`config.mk`:
```
export PLATFORM = sky130hd
export DESIGN_NAME = literal_translation_table
export DESIGN_NICKNAME = d
export VERILOG_FILES = /design/src/rtl/literal_translation_table.sv
export SDC_FILE = /design/constraint.sdc
export NUM_CORES = 2
export LEC_CHECK = 0
export ABC_CLOCK_PERIOD_IN_PS = 4500
export CAP_MARGIN = 10
export CORE_AREA = 3 3 446 448
export CTS_CLUSTER_DIAMETER = 40
export CTS_CLUSTER_SIZE = 25
export DETAILED_ROUTE_END_ITERATION = 8
export DIE_AREA = 0 0 449 451
export GPL_TIMING_DRIVEN = 0
export MAX_ROUTING_LAYER = met4
export PLACE_DENSITY = 0.57
export SYNTH_ARGS = -nofsm -noshare
export SYNTH_HDL_FRONTEND = slang
export SYNTH_SLANG_ARGS = --single-unit
```
`constraint.sdc`:
```
create_clock -name clk -period 4.5 [get_ports clk]
set_input_delay 0.45 -clock clk [delete_from_list [all_inputs] [get_ports clk]]
set_output_delay 0.45 -clock clk [all_outputs]
set_load 0.01 [all_outputs]
```
`src/rtl/literal_translation_table.sv`:
```
// Programmable literal -> {clause address, clause mask} table for the WalkSAT datapath.
// Ports: clk/reset_n; clear_i soft clear; init_done_o ready flag; cfg_* write port (RUN only);
//        rd_valid_i/rd_index_i/rd_ready_o request side; rd_valid_o/rd_ready_i/rd_index_o/
//        address_o/mask_o response side (latency 1, holds under backpressure).
// Option: define ATT_WR_BYPASS_EN for write-first forwarding on same-index write+read.
module literal_translation_table #(
    parameter int NV                       = 32,
    parameter int LITERAL_ADDRESS_WIDTH    = 11,
    parameter int MAX_CLAUSES_PER_VARIABLE = 20,
    localparam int AT_SIZE                 = 2 * NV,
    localparam int IDX_W                   = $clog2(AT_SIZE)
) (
    input  logic                                clk,
    input  logic                                reset_n,
    input  logic                                clear_i,
    output logic                                init_done_o,
    input  logic                                cfg_we_i,
    input  logic [IDX_W-1:0]                    cfg_index_i,
    input  logic [LITERAL_ADDRESS_WIDTH-1:0]    cfg_address_i,
    input  logic [MAX_CLAUSES_PER_VARIABLE-1:0] cfg_mask_i,
    input  logic                                rd_valid_i,
    input  logic [IDX_W-1:0]                    rd_index_i,
    output logic                                rd_ready_o,
    output logic                                rd_valid_o,
    input  logic                                rd_ready_i,
    output logic [IDX_W-1:0]                    rd_index_o,
    output logic [LITERAL_ADDRESS_WIDTH-1:0]    address_o,
    output logic [MAX_CLAUSES_PER_VARIABLE-1:0] mask_o
);

    localparam int AW = LITERAL_ADDRESS_WIDTH;
    localparam int MW = MAX_CLAUSES_PER_VARIABLE;
    localparam int W  = AW + MW;
    localparam logic [IDX_W-1:0] LAST = IDX_W'(AT_SIZE - 1);

    typedef enum logic {
        S_INIT,
        S_RUN
    } state_t;

    state_t           state;
    state_t           state_nxt;
    logic [IDX_W-1:0] cnt;
    logic [W-1:0]     mem [AT_SIZE];

    logic             sweep_en;
    logic             wr_en;
    logic             rd_accept;
    logic [W-1:0]     wr_data;
    logic [W-1:0]     rd_data;

    // State register
    always_ff @(posedge clk or negedge reset_n) begin
        if (!reset_n) begin
            state <= S_INIT;
        end else begin
            state <= state_nxt;
        end
    end

    // Next-state logic
    always_comb begin
        state_nxt = state;
        unique case (state)
            S_INIT: begin
                if (!clear_i && cnt == LAST) begin
                    state_nxt = S_RUN;
                end
            end
            S_RUN: begin
                if (clear_i) begin
                    state_nxt = S_INIT;
                end
            end
            default: state_nxt = S_INIT;
        endcase
    end

    // Outputs / strobes decoded from state
    always_comb begin
        init_done_o = (state == S_RUN);
        sweep_en    = (state == S_INIT);
        // A clear in the same cycle drops the write.
        wr_en       = (state == S_RUN) & cfg_we_i & ~clear_i;
    end

    // Sweep counter; parked at 0 in RUN so a clear always restarts from entry 0.
    always_ff @(posedge clk or negedge reset_n) begin
        if (!reset_n) begin
            cnt <= '0;
        end else if (sweep_en && !clear_i) begin
            cnt <= cnt + 1'b1;
        end else begin
            cnt <= '0;
        end
    end

    assign wr_data = {cfg_address_i, cfg_mask_i};

    // Storage has no reset; the INIT sweep is what clears it.
    always_ff @(posedge clk) begin
        if (sweep_en) begin
            mem[cnt] <= '0;
        end else if (wr_en) begin
            mem[cfg_index_i] <= wr_data;
        end
    end

    assign rd_ready_o = init_done_o & (~rd_valid_o | rd_ready_i);
    assign rd_accept  = rd_valid_i & rd_ready_o;

`ifdef ATT_WR_BYPASS_EN
    assign rd_data = (wr_en && cfg_index_i == rd_index_i) ? wr_data : mem[rd_index_i];
`else
    assign rd_data = mem[rd_index_i];
`endif

    // Response stage: loads on accept, holds under backpressure, data kept when idle.
    always_ff @(posedge clk or negedge reset_n) begin
        if (!reset_n) begin
            rd_valid_o <= 1'b0;
            rd_index_o <= '0;
            address_o  <= '0;
            mask_o     <= '0;
        end else if (clear_i || !init_done_o) begin
            rd_valid_o <= 1'b0;
        end else if (rd_accept) begin
            rd_valid_o <= 1'b1;
            rd_index_o <= rd_index_i;
            address_o  <= rd_data[W-1:MW];
            mask_o     <= rd_data[MW-1:0];
        end else if (rd_ready_i) begin
            rd_valid_o <= 1'b0;
        end
    end

endmodule

```
## Word level (Yosys, flattened, before mapping)

Memory sizes are Yosys's and may differ from the RTL's. A register that Yosys moved wholly into a read port is not among the register bits.
Cells that the tools add are included.

- $add $sub $neg: 1
- $mul: 0
- Div/mod/pow operators: 0
- $lt $le $gt $ge: 0
- Equality and inequality tests: 1
- Shift operators: 0
- Muxes and demuxes: 14
- Bitwise logic cells: 9
- Reductions and logical operators: 9

Operators with widths:

| operator | count |
|---|---|
| 31-bit two-way mux | 1 |
| 31-bit OR reduction | 1 |
| 6-bit two-way mux | 2 |
| 1-bit two-way mux | 10 |
| 6-bit by 1-bit adder with 6-bit output, second input constant | 1 |
| 6-bit == test, second input constant | 1 |
| 1-bit AND | 4 |
| 1-bit NOT | 4 |
| 1-bit logical NOT | 3 |
| 3-bit nonzero test | 1 |
| 1-bit logical AND | 2 |
| 1-bit case mux with 2 select lines | 1 |
| 2-bit AND reduction | 1 |
| 1-bit logical OR | 1 |
| 1-bit bitwise OR | 1 |

- Register bits: 14
- Bits in latches: 0
- Bits in writable memories: 1,984
- Memory bits (read-only): 0
- Bits of input ports: 49
- Output and inout bits: 40
- Logic and storage cells: 39
- Memories kept: 1

Memories:

| memory | words | width | read ports | clocked after memory_dff | wr ports | RTL line | RTL |
|---|---|---|---|---|---|---|---|
| mem | 64 | 31 | 1 | 1 | 1 | 44 | `logic [W-1:0] mem [AT_SIZE];` |

## Depth between registers and ports, before layout

- Depth in word-level cells: 7
- Mapped depth: 10
- Gate-level depth less buffers: 5

## Worst setup path after synthesis

No wires, ideal clock.

- Path type: input to register
- Start point: in clear_i
- End point: mem mem[10][0] (netlist bit), enable pin
- Library setup time: 0.419 ns
- Arrival: 2.872 ns
- Data required time: 4.081 ns
- Setup slack: 1.209 ns
- Stages on the path: 7
- Buffers on the path: 2
- Path through: and3b_1 > clkbuf_1 > clkbuf_1 > nand3b_1 > nand2_1 > nand2_1 > nor2_1

- Cells in the longest elaborated chain, start to end: 7
- Elaborated cells on any way between the ends: 8
- Classes of those cells: 5 x mux; 2 x bitwise; 1 x reduce/logical

Ends and longest elaborated chain:

| item | RTL line | RTL |
|---|---|---|
| start, declared | 15 | `input logic clear_i,` |
| 1-bit NOT (*) | 84 | `wr_en = (state == S_RUN) & cfg_we_i & ~clear_i;` |
| 1-bit AND (*) | 84 |  |
| 1-bit two-way mux (*) | 104 | `end else if (wr_en) begin` |
| 1-bit two-way mux (*) | 102 | `if (sweep_en) begin` |
| 1-bit two-way mux (not written as such) (*) | 105 | `mem[cfg_index_i] <= wr_data;` |
| 31-bit OR reduction (no source line) | - |  |
| 6-bit two-way mux (no source line) or 1-bit two-way mux (tied branches) | - |  |
| end, declared | 44 |  |

Mark *: on every way between the ends. The rest lies on a longest branch, timed or not.

## Worst setup path after layout

- Start point: reg state, in the netlist init_done_o
- End point: mem mem[29][8] (netlist bit), enable pin

- Cells in the longest elaborated chain, start to end: 7
- Elaborated cells on any way between the ends: 9
- Classes of those cells: 6 x mux; 2 x bitwise; 1 x reduce/logical

Ends and longest elaborated chain:

| item | RTL line | RTL |
|---|---|---|
| start, declared | 41 | `state_t state;` |
| start signal, assigned | 57 | `state <= state_nxt;` |
| 1-bit AND (2 in a row) | 84 |  |
| 1-bit two-way mux | 104 |  |
| 1-bit two-way mux | 102 |  |
| 1-bit two-way mux (not written as such) | 105 |  |
| 31-bit OR reduction (no source line) | - |  |
| 6-bit two-way mux (no source line) or 1-bit two-way mux (tied branches) | - |  |

Parallel ways exist; a longest one is shown, timed or not.

==> metrics.yaml <==
logic_synthesis:
  ys_async_sr_fraction_pct: 2.22
  ys_seq_area_share_pct: 77.9
  ys_warn_count: 0
  synth_cells: 3696
  synth_ff_type: "edfxtp_1"
  avgSynthCellArea_sq_um: 21.1
  synth_area_sq_um: 77900
  synth_edf_count: 1984
  syn-num-nets: 3746
  synth.distinct_cells: 48
  ys_ff_latch: 2029
place:
  dp_slack_ps: 12.3
  port-buffer-count: 85
  hpwl_microns: 142000
  gp_congestion: 0.944
  post-place-cells: 6497
floorplan:
  die_area_sq_um: 202000
  die_w_microns: 449
  coreArea_sq_um: 195000
  num_rows: 162
  die_y_microns: 451
  initial_utilization_pct: 40.0
  io_pins: 89
clock_network:
  clk_path_buf_depth: 3
  h-tree-depth: 4
  post_cts_buffers: 0
  cts_tree: "yes"
  cts_root_buf: "clkbuf_16"
  cts_buffers: 240
  clkTransAtPathRegs_ps: 60
  cts_sinks: 2029
  clock_latency_ps: 860
finish:
  layout-drive-gt1-share_pct: 25.7
  final_cells: 6968
  syn_to_final_growth_pct: 19.4
  layout.nets: 4166
  fillers: 16032
global_routing:
  grtUsageTotal_pct: 21.7
  overflow: 0
  grt_pass1_wl_microns: 303000
  grt_max_degree: 65
  grt_antenna_before_repair: 14
  grt_pass1_vias: 39142
timing:
  slew_headroom_pct: 19.6
  setup_viol: 0
  fin_crit_ps: 3930
  hold_viol: 0
  slew_viol_final: 0
  setup_slack_ps: 571
  rsz0062_at_grt: "false"
  fin_crit_sh_pct: 87.3
  clock_skew_ps: 32.7
  fmax_mhz: 255
  tightest_slew_ps: 1210
setup_path:
  path_class: "reg -> reg"
  slowest_stage: "nor2_4"
  setup.worst_path.start_class: "flop"
  worst-path-buf-inv: 3
  crit_required_ps: 5050
  path_max_fanout: 16
  end_kind: "flop"
  worstPathCellList: "and3b_1 -> clkbuf_1 -> clkbuf_1 -> nand3b_1 -> nand2_1 -> nand2_1 -> nor2_4 -> buf_16"
  critPathTopFamily: "simple AND/OR/NAND/NOR gates"
  cp.arrival_ps: 4480
  slowest_delay_ps: 770
routing:
  vias: 39631
  drt_wl_total_microns: 215000
  postRouteAntennaNets: 0
  viasPerCell: 5.69
  dr.pass1.iters: 5
  drt_drc_violations_left: 0
  drtIter0Drc: 4823
  avgRoutedWirePerCell_microns: 30.9
power:
  p_leak_nw: 34.6
  ir_drop_v: 0.000467
  p_per_area_nw_per_um2: 454
worst_hold_path:
  hold_path_class: "in -> reg"
flow_run:
  drv_cap: 0
outcome:
  status: "finished clean"
-- placed cells by master (no fill, tap or decap), drive strengths merged, types with 63 or more instances in the layout --
cell type | Yosys | final
a22oi | 100 | 100
clkdlybuf4s50 | 0 | 84
mux2i | 383 | 383
buf | 119 | 212
clkbuf | 88 | 346
edfxtp | 1984 | 1984
nand3 | 68 | 68
mux4 | 356 | 356
a21oi | 63 | 63
clkinv | 20 | 110
nor2 | 138 | 138
-- report_power, final --
group          internal [mW]  switching, mW  total, mW
registers               20.5         0.0242       20.6
logic                  0.410          0.848       1.26
clock network           12.2           8.24       20.5
-- per-stage QoR --
step	total power [mW]	area [sq um]	setup TNS [ps]	hold slack [ps]	util, %
2_1_floorplan	21.6	77900	0	154	-
3_3_place_gp	22.2	82100	-4192990	500	42.1
4_1_cts	42.5	93100	0	213	47.7
3_5_place_dp	22.2	84500	0	511	43.3
5_1_grt	43.4	93100	0	276	47.7
6_report	42.3	93100	0	277	47.7
-- repair_timing --
item,4_1_cts,5_1_grt
hold endpoints to repair,45,0
hold buffers,1,0
resized for setup,0,0
-- final timing paths --
| path | from | to | slack, ps | cells past startpoint |
|---|---|---|---|---|
| worst min-delay path | clear_i | init_done_o | 280 | 2 |
| max in group asynchronous | reset_n | cnt[3] | 3620 | 2 |
| min in group asynchronous | reset_n | mask_o[19] | 290 | 2 |
| worst max-delay path | init_done_o | mem[29][8] | 570 | 8 |
| worst min register to register | rd_index_o[2] | rd_index_o[2] | 520 | 1 |
| worst max register to register | init_done_o | mem[29][8] | 570 | 8 |
-- layer usage --
layer  part of all wire, %  track usage (%)  wire, microns  up-vias
met3                   8.0             4.16          17200      346
met5                     0                -              0        -
met2                    47             33.2         102000     1736
met1                    42             29.9          89500    21158
met4                   3.0             6.19           6450        0
li1                      -                -              -    16391
-- cell families after synthesis --
family | synth area share (%)
AO/OA/AOI/OAI | 3.02
AND/OR/NAND/NOR | 2.08
adder cells (fa/ha/maj) | 0.0161
XOR/XNOR | 0.0450
flip-flops | 77.9
buffers and inverters | 1.36
multiplexers | 15.6
-- cell usage after synthesis (all sizes together), types with 2 or more instances --
cell	count	area, sq um
clkinv	20	75.1
a221o	40	400
mux2	27	304
o2111ai	11	96.3
o21ai	4	20.0
nor2	138	518
and2	33	206
o221ai	11	96.3
a21oi	63	315
and3	2	12.5
or3	4	25.0
inv	4	15.0
nand4b	3	26.3
a22oi	100	751
o21a	3	22.5
a32oi	11	96.3
a22o	12	105
nand2	48	180
edfxtp	1984	59600
nand4	22	138
nand3b	6	45.0
nand3	68	340
mux4	356	8020
buf	119	632
nor2b	6	37.5
mux2i	383	3830
o31ai	2	15.0
o22ai	52	325
dfrtp	45	1130
nand2b	6	37.5
clkbuf	88	334
a211oi	11	82.6
xor2	3	26.3
-- final cells by class --
cell class,instances,area (sq um),share of cell area [%]
multi-input cells,1436,16700,17.9
flip-flops and latches,2029,60700,65.2
diodes,11,27.5,0.0296
clock buffers,258,6150,6.60
well taps,2624,3280,3.53
plain buffers,207,966,1.04
clock inverters,201,2410,2.59
inverters,24,90.1,0.0968
repair buffers,178,2750,2.96
-- sequential cells by signal (all words and copies together), names as in the netlist --
signal / count
address_o: 11
cnt: 6
init_done_o: 1
mask_o: 20
mem: 1984
rd_index_o: 6
rd_valid_o: 1
Note: power is estimated with default switching activity, not from simulation.
